`src/rtl/hamming_encoder_74_tx.sv`:
```
// hamming_encoder_74_tx: Hamming(7,4) encoder feeding a DEPTH-entry codeword FIFO; HAMMING_ERR_INJECT_EN adds inj_req/inj_pos bit-flip injection
module hamming_encoder_74_tx #(
  parameter int DEPTH = 4,
  parameter int LEVEL_W = 3
) (
  input  logic               clk,
  input  logic               rst,
  input  logic               ena,
  input  logic               in_valid,
  output logic               in_ready,
  input  logic [3:0]         data_in,
  output logic               out_valid,
  input  logic               out_ready,
  output logic [6:0]         code_out,
  output logic [LEVEL_W-1:0] fifo_level,
  output logic [7:0]         debug_count_out
`ifdef HAMMING_ERR_INJECT_EN
  ,
  input  logic               inj_req,
  input  logic [2:0]         inj_pos
`endif
);
  localparam int PW = $clog2(DEPTH);
  logic [6:0] mem [DEPTH];
  logic [PW-1:0] wr_ptr, rd_ptr;
  logic [6:0] code, stored;
  logic push, pop;
  always_comb begin
    code = {data_in[3], data_in[2], data_in[1],
            data_in[1] ^ data_in[2] ^ data_in[3],
            data_in[0],
            data_in[0] ^ data_in[2] ^ data_in[3],
            data_in[0] ^ data_in[1] ^ data_in[3]};
`ifdef HAMMING_ERR_INJECT_EN
    stored = code ^ ((inj_req && inj_pos != 3'd7) ? 7'd1 << inj_pos : 7'd0);
`else
    stored = code;
`endif
    in_ready = ena && !rst && (fifo_level != LEVEL_W'(DEPTH));
    out_valid = fifo_level != '0;
    code_out = out_valid ? mem[rd_ptr] : 7'h00;
    push = in_valid && in_ready;
    pop = out_valid && out_ready;
  end
  always_ff @(posedge clk) if (push) mem[wr_ptr] <= stored;
  always_ff @(posedge clk or posedge rst)
    if (rst) begin
      wr_ptr <= '0;
      rd_ptr <= '0;
      fifo_level <= '0;
      debug_count_out <= '0;
    end else begin
      wr_ptr <= wr_ptr + PW'(push);
      rd_ptr <= rd_ptr + PW'(pop);
      fifo_level <= fifo_level + LEVEL_W'(push) - LEVEL_W'(pop);
      debug_count_out <= debug_count_out + 8'(push);
    end
endmodule

```
`config.mk`:
```
export PLATFORM = sky130hd
export DESIGN_NAME = hamming_encoder_74_tx
export DESIGN_NICKNAME = d
export VERILOG_FILES = /design/src/rtl/hamming_encoder_74_tx.sv
export SDC_FILE = /design/constraint.sdc
export NUM_CORES = 1
export LEC_CHECK = 0
export ABC_AREA = 1
export CORE_MARGIN = 10
export CORE_UTILIZATION = 33
export DETAILED_ROUTE_END_ITERATION = 10
export HOLD_SLACK_MARGIN = 0.02
export PLACE_DENSITY = 0.66
export SLEW_MARGIN = 20
export SYNTH_ARGS = -nofsm -noshare
export SYNTH_HDL_FRONTEND = slang
export SYNTH_SLANG_ARGS = --single-unit
```
`constraint.sdc`:
```
create_clock -name clk -period 1.5 [get_ports clk]
set_input_delay 0.3 -clock clk [delete_from_list [all_inputs] [get_ports clk]]
set_output_delay 0.3 -clock clk [all_outputs]
set_load 0.01 [all_outputs]
```
==> qor.tcl, run 1 <==
set qor(run_status) {finished with violations}
set qor(violations_in_the_final_reports) {setup timing}
set qor(syn_to_final_growth_pct) 50.9
set qor(final_cells) 342
set qor(pre_cts_slack_ps) -496
set qor(floorplan.die_area_mm2) 0.00980
set qor(antenna_found_initial) 0
set qor(final_area_mm2) 0.00311
set qor(ctsRootBufferMaster) {clkbuf_8}
set qor(setup_ws_post_layout_ps) -244
set qor(globalRouteOverflowTotal) 0
set qor(first_pass_iters) 4
set qor(final.hold.worst_slack_ps) 199
set qor(layout_cell_share_with_drive_strength_beyond_1) 0.494
set qor(slowest_delay_ps) 430
set qor(die_height_um) 99
set qor(core_area_mm2) 0.00599
set qor(top_level_ports) 29
set qor(dieWidth_um) 99
set qor(most_heavily_used_metal_layer_in_global_routing) {met2}
set qor(clkSinkCount) 43
set qor(finalNetCount) 280
set qor(viasPerCell) 4.41
set qor(routed_wire_length_per_instance_um) 14.2
set qor(synth_sequential_area_ratio) 0.591
set qor(vias) 1509
set qor(via_count_of_the_first_global_routing_pass) 1588
set qor(tightestPinTransition_ps) 333
set qor(critPathArrivalTime_ps) 1440
set qor(worst_setup_path_start_kind) {flop}
set qor(cts_hold_repair.buffers) 0
set qor(timing.hold.worst.class) {in2async}
set qor(insertedDiodeCount) 0
set qor(cp-end-kind) {output port}
set qor(critPathKind) {reg2out}
set qor(worst_path_dominant_cell_family) {buffers and inverters}
set qor(grt_setup_unrepaired) {yes}
set qor(grt_util_all_layers) 0.104
set qor(clock_skew_ps) 2.36
set qor(route.detailed.drc) 0
set qor(critical_path_peak_fanout) 7
set qor(timing.final.setup_violations) 42
set qor(synthesis.nets) 203
set qor(max_slew_margin) 0.777
set qor(postSynthAreaPerCell_um2) 10.9
set qor(use_met1) 0.122
set qor(htree_depth) 2
set qor(met3_usage) 0.0154
set qor(max_clock_freq_mhz) 573
set qor(finalMaxSlewViolations) 0
set qor(numPortBuffers) 28
set qor(detail-route-antenna-nets) 0
set qor(most-common-layout-cells) {34 x nand2_1, 28 x edfxtp_1, 26 x buf_4}
set qor(tritoncts_clock_tree) {yes}
set qor(clk_transition_reported_paths_ps) 80
set qor(globalplace.congestion) 0.725
set qor(layout.cells.most_common) {nand2_1}
set qor(clkLatencyLatePin_ps) 290
set qor(netlist-cell-type-count) 24
set qor(core.rowCount) 28
set qor(drt_wl_total_um) 4850
set qor(layout_worst_path_cycle_share) 1.16
set qor(maxCapViolations) 0
set qor(synth-seq-cells) 43
set qor(worstPathRequired_ps) 1200
set qor(place.detailed.instances) 318
set qor(yosys_warnings) 0
set qor(timing.critical_path.cells) {buf_4, buf_12, nand2_2, nand3_2, a21oi_2, buf_2}
set qor(grt_start_max_net_pins) 16
set qor(final_hold_viols) 0
set qor(synth_cells) 189
set qor(grtUsageMet2) 0.178
set qor(initial_utilization) 0.344
set qor(cp_num_buf_inv) 3
set qor(powerDensity_mw_per_mm2) 1690
set qor(grt_pass1_wl_um) 8160
set qor(num-fill-cells) 507
set qor(leakagePower_nw) 1.43
set qor(tritoncts.num_buffers) 5
set qor(finalWorstPathRequiredPeriod_ps) 1740
set qor(critical-path-slowest-cell) {dfrtp_2}
set qor(dr.first_iter.drc_count) 135
set qor(hpwl_um) 3160
set qor(finish.utilization) 0.519
set qor(postPlaceCellArea_mm2) 0.00267
set qor(maximum_buffer_depth_of_the_clock_tree) 2
set qor(syn_area_mm2) 0.00206
set qor(irDropWorstVdd_uv) 811
state kept, by name (all words and copies together), names as in the netlist:
| register | flops |
|---|---|
| rd_ptr | 2 |
| debug_count_out | 8 |
| wr_ptr | 2 |
| mem | 28 |
| fifo_level | 3 |
worst min-delay path: cells and delay by family:
kind     cells  cell delay [ps]
buf+inv      3              550
path summary, 6_finish.rpt:
path / from / to / slack, ps / cells past startpoint
max in group asynchronous: rst / debug_count_out[2] / 1100 / 3
min: rst / wr_ptr[0] / 200 / 3
max: rd_ptr[0] / code_out[2] / -240 / 6
max reg2reg: fifo_level[0] / fifo_level[2] / -180 / 9
min reg2reg: debug_count_out[7] / debug_count_out[7] / 510 / 2
min in group clk: debug_count_out[7] / debug_count_out[7] / 510 / 2
timing repair:
action / in CTS / in global routing
pin swaps: 17 / 12
endpoints found under the setup margin: 28 / 47
buffers inserted: 13 / 3
cloned: 2 / 0
gates resized for setup: 91 / 33
layer usage:
layer	wire length (um)	vias up	share of wire
met5	0	-	0
met4	102	0	0.021
met3	155	7	0.032
met2	2540	25	0.52
met1	2050	717	0.42
li1	-	760	-
where the power goes:
part / switching, mW / internal (mW)
registers: 0.200 / 1.51
logic: 1.49 / 1.37
clock network: 0.374 / 0.320
layout make-up:
cell class              count  area [um^2]  share of cell area
well taps                  75         93.8              0.0302
repair inverters            1         16.3             0.00524
flip-flops and latches     43         1220               0.393
inverters                  32          150              0.0483
clock inverters             2         8.76             0.00282
clock buffers               6         72.6              0.0234
multi-input cells         110          877               0.282
repair buffers             73          666               0.214
kinds of logic (layout without fill, tap and decap cells):
kind of cell    count (synthesis)  count (layout)  share of synthesized area
simple gates                   83              83                      0.200
compound gates                  9               9                     0.0328
fa+ha+maj                       5               5                     0.0340
xor+xnor                       13              13                     0.0553
flops                          43              43                      0.591
buf+inv                        36             114                     0.0875
synth_stat cells:
| cell | count | share of area |
|---|---|---|
| a21oi_2 | 6 | 0.026 |
| nand3_1 | 4 | 0.0097 |
| buf_2 | 1 | 0.0024 |
| nand3_2 | 8 | 0.039 |
| xnor2_1 | 4 | 0.017 |
| edfxtp_1 | 28 | 0.41 |
| buf_12 | 1 | 0.0097 |
| nand4_1 | 3 | 0.0091 |
| inv_2 | 2 | 0.0036 |
| nand2_4 | 1 | 0.0055 |
| nand2_2 | 9 | 0.027 |
| clkinv_4 | 1 | 0.0043 |
| a21oi_1 | 2 | 0.0049 |
| nor2_1 | 6 | 0.011 |
| o21ai_0 | 1 | 0.0024 |
| inv_8 | 1 | 0.0055 |
| inv_1 | 28 | 0.051 |
| dfrtp_1 | 15 | 0.18 |
| buf_6 | 2 | 0.011 |
| fa_1 | 1 | 0.0097 |
| ha_1 | 4 | 0.024 |
| xor2_1 | 9 | 0.038 |
| nand2_1 | 51 | 0.093 |
| nor2_4 | 1 | 0.0055 |
stage by stage:
step	setup TNS (ps)	total power, mW
4_1_cts	-2080	5.20
3_3_place_gp	-13500	4.05
5_1_grt	-7670	5.65
3_5_place_dp	-14880	4.10
2_1_floorplan	-659	3.00
6_report	-5240	5.26
No activity file was read; power rests on OpenSTA's default activity.
==> inputs of run 2 (changes only) <==
Settings changed: CTS_CLUSTER_DIAMETER set to 100, GPL_TIMING_DRIVEN set to 1.
==> results of run 2 <==
The final DEF is identical to that of run 1; final timing and power are the same.
==> edit: new RTL, config.mk and constraints of run 2 <==
Build with the macro `HAMMING_ERR_INJECT_EN` defined.
--- a/src/rtl/hamming_encoder_74_tx.sv
+++ b/src/rtl/hamming_encoder_74_tx.sv
@@ -1,3 +1,5 @@
 // hamming_encoder_74_tx: Hamming(7,4) encoder feeding a DEPTH-entry codeword FIFO; HAMMING_ERR_INJECT_EN adds inj_req/inj_pos bit-flip injection
+`define HAMMING_ERR_INJECT_EN
+
 module hamming_encoder_74_tx #(
   parameter int DEPTH = 4,
Ports: changed (added inj_pos and inj_req); port bits go from 29 to 33. No check against the original RTL was run, so the function may have changed too.
==> edit against run 2 <==
- the run still ends with setup timing left
- fmax up 0.36%
- die area up 10%
- total power is 2.9% lower
- wire length is 3.9% higher
- synthesized area up 13%
- worst setup slack better by 0.0063 ns
- critical path depth did not move
- utilization fell by 3.1 points
- design area rose by 7.3%
- sequential cell count unchanged
- global-route usage decreased by 1.2 points
- largest power group unchanged
- clock power grew 11%
==> edit: results (changes against run 2) <==
[outcome]
status=finished with violations
violations=setup timing

[yosys]
ys_seq_area_share_pct=52.40  ; -6.7 points
synth_common_cells=nand2_1, inv_1, edfxtp_1, nand3_1
synth-adder-area-share_pct=3.019  ; -0.38 points

[grt]
grt_pass1_wl_um=8252  ; +1.1%
use_met2_pct=15.41  ; -2.4 points
grt_pass1_vias=1804  ; +14%
grtUsageMet3_pct=2.045  ; +0.51 points
grt.total_usage_pct=9.159  ; -1.2 points
met1_usage_pct=10.67  ; -1.5 points

[pwr]
p_leak_nw=1.573  ; +10%
switchingPower_w=0.001885  ; -8.7%
p_comb_w=0.00264  ; -7.7%

[route]
initialDrtViolationCount=45  ; -67%
routed-wl-met2_um=2585  ; +1.6%
met1Wirelength_um=2203  ; +7.4%
via_per_inst=4.303  ; -2.5%

[clock_tree]
cts_setup_buffers=10  ; -3

[setup_path]
crit_fanout=5  ; -2

[sta]
setup-violations-final=12  ; -71%
worst_slew_pin_slew_ns=0.3307  ; -0.002184 ns
setup_slack_ns=-0.2374  ; +0.006334 ns
tns_ns=-1.829  ; +3.407 ns

[placed_design]
post-place-ws_ns=-0.4805  ; +0.01542 ns
place_congestion=0.7974  ; +10%

[final_layout]
layout.nets=350  ; +25%

==> edit: cell types whose count changed after synthesis, moves of 3 or more <==
cell | run 2 | this run
nor2_1 | 6 | 15
inv_1 | 28 | 35
nand3_1 | 4 | 19
inv_2 | 2 | 5
nand2_1 | 51 | 79
xnor2_1 | 4 | 1
==> edit: through the flow <==
step	cell area (sq um)	util, %	power [W]	std cells	hold slack, ns
6_report	3333	48.79	0.005111	429	0.1934
3_3_place_gp	3022	44.23	0.004096	409	0.4797
3_5_place_dp	3022	44.23	0.004131	409	0.4953
5_1_grt	3333	48.79	0.005477	429	0.2196
4_1_cts	3179	46.54	0.004887	427	0.1969
2_1_floorplan	2364	-	0.003041	251	0.1289
==> edit: worst reg2reg max path, cell delays in order, from the launching register on <==
cell,delay (ns)
dfrtp_2,0.43
nor2_4,0.18
nand2_4,0.09
nand2_4,0.08
inv_2,0.04
nand2_2,0.06
nand2_2,0.05
ha_2,0.17
fa_2,0.33
xor2_1,0.16
==> edit: layout make-up <==
| cell class | instances | share of cell area (%) |
|---|---|---|
| flip-flops and latches | 43 | 36.67 |
| clock buffers | 8 | 3.003 |
| multi-input cells | 162 | 30.18 |
| repair buffers | 78 | 20.83 |
| well taps | 96 | 3.604 |
| inverters | 42 | 5.706 |
==> edit: path summary, 6_finish.rpt <==
| check | end | slack [ns] | depth (start not counted) |
|---|---|---|---|
| max | code_out[0] | -0.24 | 6 |
| min | fifo_level[0] | 0.19 | 3 |
| max reg2reg | fifo_level[2] | -0.19 | 9 |
| min reg2reg | debug_count_out[7] | 0.50 | 2 |
| max in group asynchronous | rd_ptr[0] | 1.12 | 3 |
| min in group clk | debug_count_out[7] | 0.50 | 2 |
